$ cat src/rtl/reg_bus_pkg.sv
// Shared types and widths for the register-bus arbiter slice.
// Imported by the arbiter top and its round-robin picker.
package reg_bus_pkg;

    localparam int REG_ADDR_W = 8;
    localparam int REG_DATA_W = 8;

    typedef enum logic [1:0] {
        IDLE  = 2'd0,
        ISSUE = 2'd1,
        RWAIT = 2'd2,
        ACK   = 2'd3
    } ArbState;

    typedef struct packed {
        logic                  we;
        logic [REG_ADDR_W-1:0] addr;
        logic [REG_DATA_W-1:0] wdata;
    } RegReq;

endpackage

$ cat src/rtl/rr_pick2.sv
// Two-way round-robin pick: on a tie the requester that did not win last time
// gets the bus; otherwise the sole requester wins.
module rr_pick2 (
    input  logic req0_i,
    input  logic req1_i,
    input  logic last_gnt_i,
    output logic grant_o,
    output logic valid_o,
    output logic contended_o
);

    // Grant selection and tie detection
    always_comb begin
        valid_o     = req0_i | req1_i;
        contended_o = req0_i & req1_i;
        grant_o     = 1'b0;
        if (contended_o) begin
            grant_o = ~last_gnt_i;
        end else if (req1_i) begin
            grant_o = 1'b1;
        end else begin
            grant_o = 1'b0;
        end
    end

endmodule

$ cat src/rtl/reg_bus_arbiter.sv
// Serialises two requesters onto a single-ported register bus with a one-cycle
// write strobe and a registered (one-cycle latency) read path.
module reg_bus_arbiter
    import reg_bus_pkg::*;
#(
    parameter int ADDR_W = REG_ADDR_W,
    parameter int DATA_W = REG_DATA_W,
    parameter int CNT_W  = 16
) (
    input  logic              clk,
    input  logic              reset,
    input  logic              r0_req,
    input  logic              r0_we,
    input  logic [ADDR_W-1:0] r0_addr,
    input  logic [DATA_W-1:0] r0_wdata,
    output logic              r0_ack,
    output logic [DATA_W-1:0] r0_rdata,
    input  logic              r1_req,
    input  logic              r1_we,
    input  logic [ADDR_W-1:0] r1_addr,
    input  logic [DATA_W-1:0] r1_wdata,
    output logic              r1_ack,
    output logic [DATA_W-1:0] r1_rdata,
    output logic [ADDR_W-1:0] bus_addr,
    output logic [DATA_W-1:0] bus_wdata,
    output logic              bus_we,
    input  logic [DATA_W-1:0] bus_rdata,
    output logic              gnt_id,
    output logic              busy,
    output logic [CNT_W-1:0]  contention_count
);

    localparam logic [CNT_W-1:0] CNT_ONE = {{(CNT_W-1){1'b0}}, 1'b1};
    localparam logic [CNT_W-1:0] CNT_MAX = {CNT_W{1'b1}};

    ArbState           state_q;
    logic              last_gnt_q;
    logic              gnt_q;
    logic              we_q;
    logic              busy_q;
    logic              bus_we_q;
    logic              r0_ack_q;
    logic              r1_ack_q;
    logic [ADDR_W-1:0] bus_addr_q;
    logic [DATA_W-1:0] bus_wdata_q;
    logic [DATA_W-1:0] r0_rdata_q;
    logic [DATA_W-1:0] r1_rdata_q;
    logic [CNT_W-1:0]  cnt_q;
    logic [CNT_W-1:0]  cnt_d;

    logic              pick_gnt_s;
    logic              pick_valid_s;
    logic              pick_cont_s;
    logic              sel_we_s;
    logic [ADDR_W-1:0] sel_addr_s;
    logic [DATA_W-1:0] sel_wdata_s;

    rr_pick2 u_pick (
        .req0_i      (r0_req),
        .req1_i      (r1_req),
        .last_gnt_i  (last_gnt_q),
        .grant_o     (pick_gnt_s),
        .valid_o     (pick_valid_s),
        .contended_o (pick_cont_s)
    );

    // Route the winning requester's transaction fields
    always_comb begin
        sel_we_s    = r0_we;
        sel_addr_s  = r0_addr;
        sel_wdata_s = r0_wdata;
        if (pick_gnt_s) begin
            sel_we_s    = r1_we;
            sel_addr_s  = r1_addr;
            sel_wdata_s = r1_wdata;
        end else begin
            sel_we_s    = r0_we;
            sel_addr_s  = r0_addr;
            sel_wdata_s = r0_wdata;
        end
    end

    // Saturating increment on every tie seen while IDLE
    always_comb begin
        cnt_d = cnt_q;
        if ((state_q == IDLE) && pick_cont_s && (cnt_q != CNT_MAX)) begin
            cnt_d = cnt_q + CNT_ONE;
        end else begin
            cnt_d = cnt_q;
        end
    end

    // Contention counter register
    always_ff @(posedge clk or posedge reset) begin
        if (reset) begin
            cnt_q <= {CNT_W{1'b0}};
        end else begin
            cnt_q <= cnt_d;
        end
    end

    // Access sequencer; every bus-facing output is a register of this FSM
    always_ff @(posedge clk or posedge reset) begin
        if (reset) begin
            state_q     <= IDLE;
            last_gnt_q  <= 1'b1;
            gnt_q       <= 1'b0;
            we_q        <= 1'b0;
            busy_q      <= 1'b0;
            bus_we_q    <= 1'b0;
            r0_ack_q    <= 1'b0;
            r1_ack_q    <= 1'b0;
            bus_addr_q  <= {ADDR_W{1'b0}};
            bus_wdata_q <= {DATA_W{1'b0}};
            r0_rdata_q  <= {DATA_W{1'b0}};
            r1_rdata_q  <= {DATA_W{1'b0}};
        end else begin
            case (state_q)
                IDLE: begin
                    r0_ack_q <= 1'b0;
                    r1_ack_q <= 1'b0;
                    if (pick_valid_s) begin
                        bus_addr_q  <= sel_addr_s;
                        bus_wdata_q <= sel_wdata_s;
                        bus_we_q    <= sel_we_s;
                        we_q        <= sel_we_s;
                        gnt_q       <= pick_gnt_s;
                        last_gnt_q  <= pick_gnt_s;
                        busy_q      <= 1'b1;
                        state_q     <= ISSUE;
                    end else begin
                        bus_we_q <= 1'b0;
                        busy_q   <= 1'b0;
                        state_q  <= IDLE;
                    end
                end
                ISSUE: begin
                    // The strobe lives for this single cycle only
                    bus_we_q <= 1'b0;
                    if (we_q) begin
                        r0_ack_q <= ~gnt_q;
                        r1_ack_q <= gnt_q;
                        state_q  <= ACK;
                    end else begin
                        state_q  <= RWAIT;
                    end
                end
                RWAIT: begin
                    if (gnt_q) begin
                        r1_rdata_q <= bus_rdata;
                    end else begin
                        r0_rdata_q <= bus_rdata;
                    end
                    r0_ack_q <= ~gnt_q;
                    r1_ack_q <= gnt_q;
                    state_q  <= ACK;
                end
                ACK: begin
                    r0_ack_q <= 1'b0;
                    r1_ack_q <= 1'b0;
                    busy_q   <= 1'b0;
                    state_q  <= IDLE;
                end
                default: begin
                    bus_we_q <= 1'b0;
                    r0_ack_q <= 1'b0;
                    r1_ack_q <= 1'b0;
                    busy_q   <= 1'b0;
                    state_q  <= IDLE;
                end
            endcase
        end
    end

    assign bus_addr         = bus_addr_q;
    assign bus_wdata        = bus_wdata_q;
    assign bus_we           = bus_we_q;
    assign r0_ack           = r0_ack_q;
    assign r1_ack           = r1_ack_q;
    assign r0_rdata         = r0_rdata_q;
    assign r1_rdata         = r1_rdata_q;
    assign gnt_id           = gnt_q;
    assign busy             = busy_q;
    assign contention_count = cnt_q;

endmodule

$ cat config.mk
export PLATFORM = sky130hd
export DESIGN_NAME = reg_bus_arbiter
export DESIGN_NICKNAME = d
export VERILOG_FILES = /design/src/rtl/reg_bus_pkg.sv /design/src/rtl/rr_pick2.sv /design/src/rtl/reg_bus_arbiter.sv
export SDC_FILE = /design/constraint.sdc
export NUM_CORES = 1
export LEC_CHECK = 0
export CORE_MARGIN = 2
export CORE_UTILIZATION = 47
export CTS_CLUSTER_SIZE = 40
export DETAILED_ROUTE_END_ITERATION = 12
export PLACE_DENSITY = 0.89
export SYNTH_ARGS = -nofsm -noshare
export SYNTH_HDL_FRONTEND = slang
export SYNTH_HIERARCHICAL = 1
export SYNTH_SLANG_ARGS = --single-unit
$ cat constraint.sdc
create_clock -name clk -period 3.78 [get_ports clk]
set_clock_uncertainty 0.05 [all_clocks]
set_input_delay 0.567 -clock clk [delete_from_list [all_inputs] [get_ports clk]]
set_output_delay 0.567 -clock clk [all_outputs]
set_load 0.01 [all_outputs]
==> results by group, run 1 <==
Placed design
  – Count of port buffers added during placement: 98
  – Gpl congestion: 0.803
  – Half-perimeter wire length of the detailed placement result: 4200 um
  – Number of placed instances with taps included: 381
  – Instance area at placement: 0.00359 mm^2

Hold path
  – Worst min-delay path class: reg2reg
  – Worst hold stages: 2
  – Endpoint of the worst hold path: last_gnt_q
  – Hold path startpoint: last_gnt_q

Critical path
  – Type of origin of the critical path: primary input
  – Req. time, crit path: 3.96 ns
  – Critical register-to-register path startpoint: state_q[0]
  – Reg-to-reg endpoint: bus_wdata[0]
  – CP arrival: 2.38 ns
  – Type of element capturing the critical path: register
  – Critical path type: in2reg
  – Internal reg-to-reg setup slack: 1.71 ns
  – Reg2reg path depth: 4
  – CP Max Fanout: 37

Final layout
  – Area added between synthesis and finish: 49.0%
  – Fillers: 380
  – Final #Nets: 373
  – Share of cells above drive strength 1: 13.1%
  – Final cell count without fillers: 397
  – Inserted Diodes: 0
  – Post-route cell area: 0.00379 mm^2
  – Fin util: 73.2%

Run status
  – Run status: completed

Logic synthesis
  – Syn Nets: 270
  – Count of mapped cells out of synthesis: 219
  – Top cells by area, synth: dfrtp_1 (55%), mux2_2 (8.4%), mux2i_1 (6.7%)
  – Post-synthesis cell area: 0.00254 mm^2
  – Distinct cell type count after synthesis: 37
  – Synth area leader: dfrtp_1
  – Share of the synthesized area in the top cell type: 55.1%
  – Count of synthesis-stage warnings from yosys: 6
  – Synthesized flop and latch total: 57
  – Avg Inst Size Synth: 11.6 um^2
  – Fraction of the yosys area taken by sequential cells: 56.2%

Global route
  – Maximum number of pins on one net before global-route repair: 38
  – All-layer global routing usage: 21.0%
  – First-pass GRT wire length: 9800 um
  – Grt ovf: 0
  – Number of antenna violations at the first check in global routing: 0
  – Vias in the first global route: 2,118

CTS
  – Clock Sink Count: 57
  – Clock slew seen by the registers of the worst setup and hold paths: 0.06 ns
  – H-tree levels: 3
  – Post-CTS Setup Bufs: 0
  – Clock tree from TritonCTS: yes
  – Worst skew pair latency: 0.34 ns
  – Clock root buffer master: clkbuf_8
  – # resized after CTS: 0
  – Deepest clock path buffer count: 2
  – Number of clock buffers inserted by TritonCTS: 9
  – Hold_buf cts: 0

Die
  – Core Box Area: 0.00517 mm^2
  – Floorplan die width: 77.6 um
  – Chip height: 77.6 um
  – Top-Level Pins: 99
  – Number of cell rows: 26
  – Die Footprint: 0.00601 mm^2
  – Initial core utilization: 49.2%

STA
  – Normalized max-slew margin: 34.6%
  – Maximum clock rate: 0.455 GHz
  – Setup TNS: 0 ns
  – Share of the clock period used by the worst path after layout: 58.2%
  – Final Max Slew Viols: 0
  – Worst Tran Pin Value: 0.979 ns
  – Final hold violation count: 0
  – Unrepaired setup endpoints after global routing: no
  – Final setup vio count: 0
  – Post-route minimum period: 2.20 ns

Pwr
  – Power Internal: 1800 uW
  – Switching power: 869 uW
  – Relative contribution of combinational cells to total power: 41.2%
  – Relative contribution of sequential cells to total power: 37.8%
  – Leakage power summed over all cells: 0.00163 uW
  – Worst voltage drop across the vdd grid: 0.000491 V
  – Cell area power density: 705 mW/mm^2
  – Part of the total power dissipated in the clock network: 21.0%
  – Switching part of the total: 32.5%

Route
  – Post-route DRC: 0
  – Average via count per standard cell: 5.14
  – Detailed-routing iteration count for the pre-antenna-repair pass: 5
  – Count of vias placed by the detailed router: 2,039
  – DRT antenna net count: 0
  – Final wirelength: 5680 um
  – 1st-iter DRT viols: 70
  – WL per Instance: 14.3 um

Run
  – Max-cap viol count: 0
[cell usage in the layout (no fill, tap or decap), drive strengths merged, types with 2 or more instances in the layout]
cell type / count
clkdlybuf4s50: 98
dfrtp: 56
nand2: 30
o21ai: 22
mux2: 19
mux2i: 17
clkbuf: 11
xnor2: 8
nor2: 6
nand3: 6
nand4: 5
ha: 5
inv: 5
nand2b: 4
a21oi: 3
xor2: 3
and2: 3
o211ai: 2
clkinvlp: 2
clkinv: 2
buf: 2
nor3: 2
and4: 2
[cell usage after synthesis (all sizes together)]
cell    instances
dfrtp          56
nand2          30
o21ai          22
mux2           19
mux2i          17
xnor2           8
nand3           6
nor2            6
ha              5
inv             5
nand4           5
buf             4
clkbuf          4
nand2b          4
a21oi           3
and2            3
xor2            3
and4            2
nor3            2
o211ai          2
a21boi          1
a21o            1
a31oi           1
a41oi           1
and3            1
and4bb          1
dfstp           1
nor2b           1
nor3b           1
nor4b           1
o2111a          1
or2             1
or3b            1
[metal layers]
| layer | vias to the layer above | global-route usage [%] | wire, um |
|---|---|---|---|
| met1 | 977 | 24.8 | 2290 |
| met2 | 78 | 35.0 | 2920 |
| li1 | 970 | - | - |
| met3 | 14 | 6.74 | 365 |
| met4 | 0 | 9.64 | 97 |
| met5 | - | 0 | 0 |
[cell type report]
type,count,area [um^2],area share [%]
clock buffer,11,141,3.73
inverter,5,18.8,0.496
multi-input combinational,149,1060,28.0
tap,70,87.6,2.31
timing repair buffer,100,996,26.3
clock inverter,5,55.1,1.45
sequential,57,1430,37.7
[worst max path at each step]
stage | slack [ns] | cells past startpoint | endpoint | start
3_3_place_gp | 1.31 | 6 | bus_we | r0_req
3_5_place_dp | 1.24 | 6 | bus_we | r0_req
4_1_cts | 1.59 | 6 | bus_we | r0_req
6_report | 1.58 | 6 | bus_we | r1_req
2_1_floorplan | 1.77 | 1 | bus_addr[0] | reset
5_1_grt | 1.34 | 6 | bus_we | r1_req
[sequential cells by signal (all words and copies together) (netlist names), 2 cells and up]
register / cells
bus_addr: 8
bus_wdata: 8
contention_count: 16
r0_rdata: 8
r1_rdata: 8
state_q: 2
[worst max-delay path: stages]
cell and delay [ns]:
clkdlybuf4s50_1 0.44, or2_1 0.28, nand2_1 0.73, nor2_1 0.15
a21oi_1 0.16, nor2_1 0.05
[stage by stage]
stage,hold slack [ns],total power [uW],setup WS (ns)
after floorplan,0.397,1530,1.77
after global placement,0.412,2080,1.31
after detailed placement,0.416,2130,1.24
after CTS,0.428,2700,1.59
after global routing,0.457,2850,1.34
final,0.429,2670,1.58
[cell families after synthesis]
group / Yosys count / share of synthesized area [%]
xor+xnor: 11 / 3.79
compound gates: 32 / 7.28
flops: 57 / 56.2
mux: 36 / 15.1
buf+inv: 13 / 2.12
simple gates: 65 / 13.1
fa+ha+maj: 5 / 2.46
[power groups by stage]
stage	Combinational (uW)	Clock, uW	Sequential (uW)
global placement	1070	0	1010
CTS	1120	575	1010
detailed placement	1110	0	1010
global route	1200	608	1040
floorplan	432	0	1090
finish	1100	561	1010
Note: power is estimated with default switching activity, not from simulation.
==> inputs of run 2 (changes only) <==
Settings changed: CORE_UTILIZATION 47 to 44, PLACE_DENSITY 0.89 to 0.85.
Clock period 3.78 ns to 2.2 ns, I/O delays scaled along.
==> run 2 against run 1 <==
Cell area increased by 1.7%. Via count decreased by 0.49%. First-iteration DRC count decreased by 2.9%. Register-to-register slack got worse by 1.3 ns. Routed wire length increased by 1.1%. Cell count increased by 2.0%. Non-clock buffer count increased by 7. Critical path depth decreased by 1. Die area increased by 6.5%. Sequential share of layout area decreased by 0.62 points. Clock-buffer cell count increased by 1. Highest routed layer unchanged.
==> results by group, run 2 (synthesized netlist as in run 1, its figures left out) <==
Pwr
  – Leakage power summed over all cells: 0.00168 uW (+2.8%)
  – Cell area power density: 1180 mW/mm^2 (+68%)
  – Worst voltage drop across the vdd grid: 0.000712 V (+45%)

Global route
  – First-pass GRT wire length: 9800 um (about the same)
  – Maximum number of pins on one net before global-route repair: 26 (-32%)
  – All-layer global routing usage: 19.9% (-1.2 points)
  – Vias in the first global route: 2,180 (+2.9%)
  – Number of antenna violations at the first check in global routing: 0 (unchanged)
  – Grt ovf: 0 (unchanged)

Placed design
  – Half-perimeter wire length of the detailed placement result: 4450 um (+6.0%)
  – Gpl congestion: 0.813 (+1.2%)
  – Worst Setup Slack post-DPL: 0.198 ns (-1.04 ns)
  – Count of port buffers added during placement: 98 (unchanged)
  – Number of placed instances with taps included: 390 (+2.4%)

Final layout
  – Final #Nets: 380 (+1.9%)
  – Area added between synthesis and finish: 51.5%
  – Leading cell type in the layout, fill and taps excluded: clkdlybuf4s50_1
  – Fin util: 69.5% (-3.7 points)
  – Inserted Diodes: 0 (unchanged)
  – Final cell count without fillers: 405 (+2.0%)
  – Flip-flop count of the largest register after layout: 16 (unchanged)
  – Most frequent cells in the layout: clkdlybuf4s50_1 (98), dfrtp_1 (56), nand2_1 (30)
  – Share of cells above drive strength 1: 15.0% (+1.9 points)

CTS
  – Hold_buf cts: 0 (unchanged)
  – Clock tree from TritonCTS: yes
  – Clock Sink Count: 57 (unchanged)
  – Number of clock buffers inserted by TritonCTS: 9 (unchanged)
  – H-tree levels: 3 (unchanged)
  – Deepest clock path buffer count: 2 (unchanged)
  – Post-CTS Setup Bufs: 0 (unchanged)
  – Clock root buffer master: clkbuf_8
  – # resized after CTS: 0 (unchanged)
  – Worst skew pair latency: 0.32 ns (-0.02 ns)
  – Clock slew seen by the registers of the worst setup and hold paths: 0.06 ns (about the same)

Hold path
  – Worst min-delay path class: in2async

STA
  – Worst Tran Pin Value: 0.438 ns (-0.541 ns)
  – Share of the clock period used by the worst path after layout: 80.6%
  – Setup TNS: 0 ns (unchanged)
  – Final Max Slew Viols: 0 (unchanged)
  – Final setup vio count: 0 (unchanged)
  – Worst hold-check slack: 0.266 ns (-0.162 ns)
  – Post-route minimum period: 1.77 ns
  – Maximum clock rate: 0.564 GHz
  – Normalized max-slew margin: 70.8% (+36 points)
  – Final critical-path setup slack: 0.427 ns (-1.15 ns)
  – Final hold violation count: 0 (unchanged)
  – Unrepaired setup endpoints after global routing: no

Route
  – Average via count per standard cell: 5.01 (-2.5%)
  – Final wirelength: 5740 um (+1.1%)
  – Post-route DRC: 0 (unchanged)
  – WL per Instance: 14.2 um (-0.85%)
  – Count of vias placed by the detailed router: 2,029 (-0.49%)
  – Detailed-routing iteration count for the pre-antenna-repair pass: 4 (-1)
  – 1st-iter DRT viols: 68 (-2.9%)
  – DRT antenna net count: 0 (unchanged)

Critical path
  – Reg2reg path depth: 5 (+1)
  – Reg-to-reg endpoint: contention_count[1]
  – Worst setup path endpoint: contention_count[1]
  – CP Max Fanout: 4 (-89%)
  – Type of element capturing the critical path: register
  – Type of origin of the critical path: register
  – CP arrival: 1.93 ns (-0.45 ns)
  – Internal reg-to-reg setup slack: 0.43 ns (-1.28 ns)
  – Worst path max stage delay: 0.43 ns (-0.30 ns)
  – Cell-by-cell trace of the critical path: ha_1 > nand3_1 > and4bb_2 > nor2_1 > mux2_2
  – Critical register-to-register path startpoint: contention_count[0]
  – Critical path type: reg2reg
  – Cell at the slowest stage of the critical path: dfrtp_1
  – Req. time, crit path: 2.35 ns (-1.61 ns)
  – Startpoint of the most critical setup path: contention_count[0]

Run status
  – Run status: completed

Die
  – Number of cell rows: 27 (+3.8%)
  – Top-Level Pins: 99 (unchanged)
  – Chip height: 80.0 um (+3.2%)
  – Die Footprint: 0.00640 mm^2 (+6.5%)
  – Initial core utilization: 45.9% (-3.3 points)
  – Core Box Area: 0.00554 mm^2 (+7.1%)
  – Floorplan die width: 80.0 um (+3.2%)

Run
  – Max-cap viol count: 0 (unchanged)
==> run 2: cell count changes in the layout (fill, tap and decap cells not counted) <==
cell        previous run  this run
clkinvlp_4             2         0
clkbuf_1               1         0
clkbuf_8              10        12
buf_4                  2         7
buf_12                 0         2
clkinv_2               2         3
bufinv_16              1         0
==> run 2: worst min path at each step <==
stage                           start     endpoint  slack, ns
after floorplan            last_gnt_q   last_gnt_q       0.40
after global placement     last_gnt_q   last_gnt_q       0.41
after detailed placement  bus_addr[5]  bus_addr[5]       0.42
after CTS                       reset  r0_rdata[4]       0.27
after global routing            reset  r0_rdata[4]       0.30
final                           reset  r0_rdata[4]       0.27
==> run 2: stage by stage <==
step | total power (uW) | area (um^2)
final | 4550 | 3850
after global routing | 4870 | 3850
after CTS | 4610 | 3850
after detailed placement | 3710 | 3670
after global placement | 3630 | 3670
after floorplan | 2620 | 2540
==> run 2: power by group <==
group	leakage (uW)	switching [uW]	internal [uW]	total, uW
Clock	0.0000980	386	488	875
Sequential	0.000712	261	1470	1730
Combinational	0.000869	825	1120	1940
==> run 2: layout make-up <==
class	count	area, um^2
clock buffers	12	165
clock inverters	3	15.0
fillers	429	1690
inverters	5	18.8
multi-input cells	149	1060
flip-flops and latches	57	1430
well taps	72	90.1
repair buffers	107	1070
==> run 2: per-layer routing <==
| metal | GRT usage [%] | routed length (um) | up-vias |
|---|---|---|---|
| met5 | 0 | 0 | - |
| met4 | 8.47 | 68 | 0 |
| met3 | 5.43 | 300 | 6 |
| met2 | 34.1 | 2990 | 60 |
| met1 | 23.3 | 2380 | 981 |
| li1 | - | - | 982 |
==> run 2: worst max-delay path, delay by kind of cell (launching register included) <==
kind                       cells  cell delay [ns]
DFF                            1             0.43
muxes                          1             0.37
adders and majority gates      1             0.25
and+or+nand+nor                3             0.56
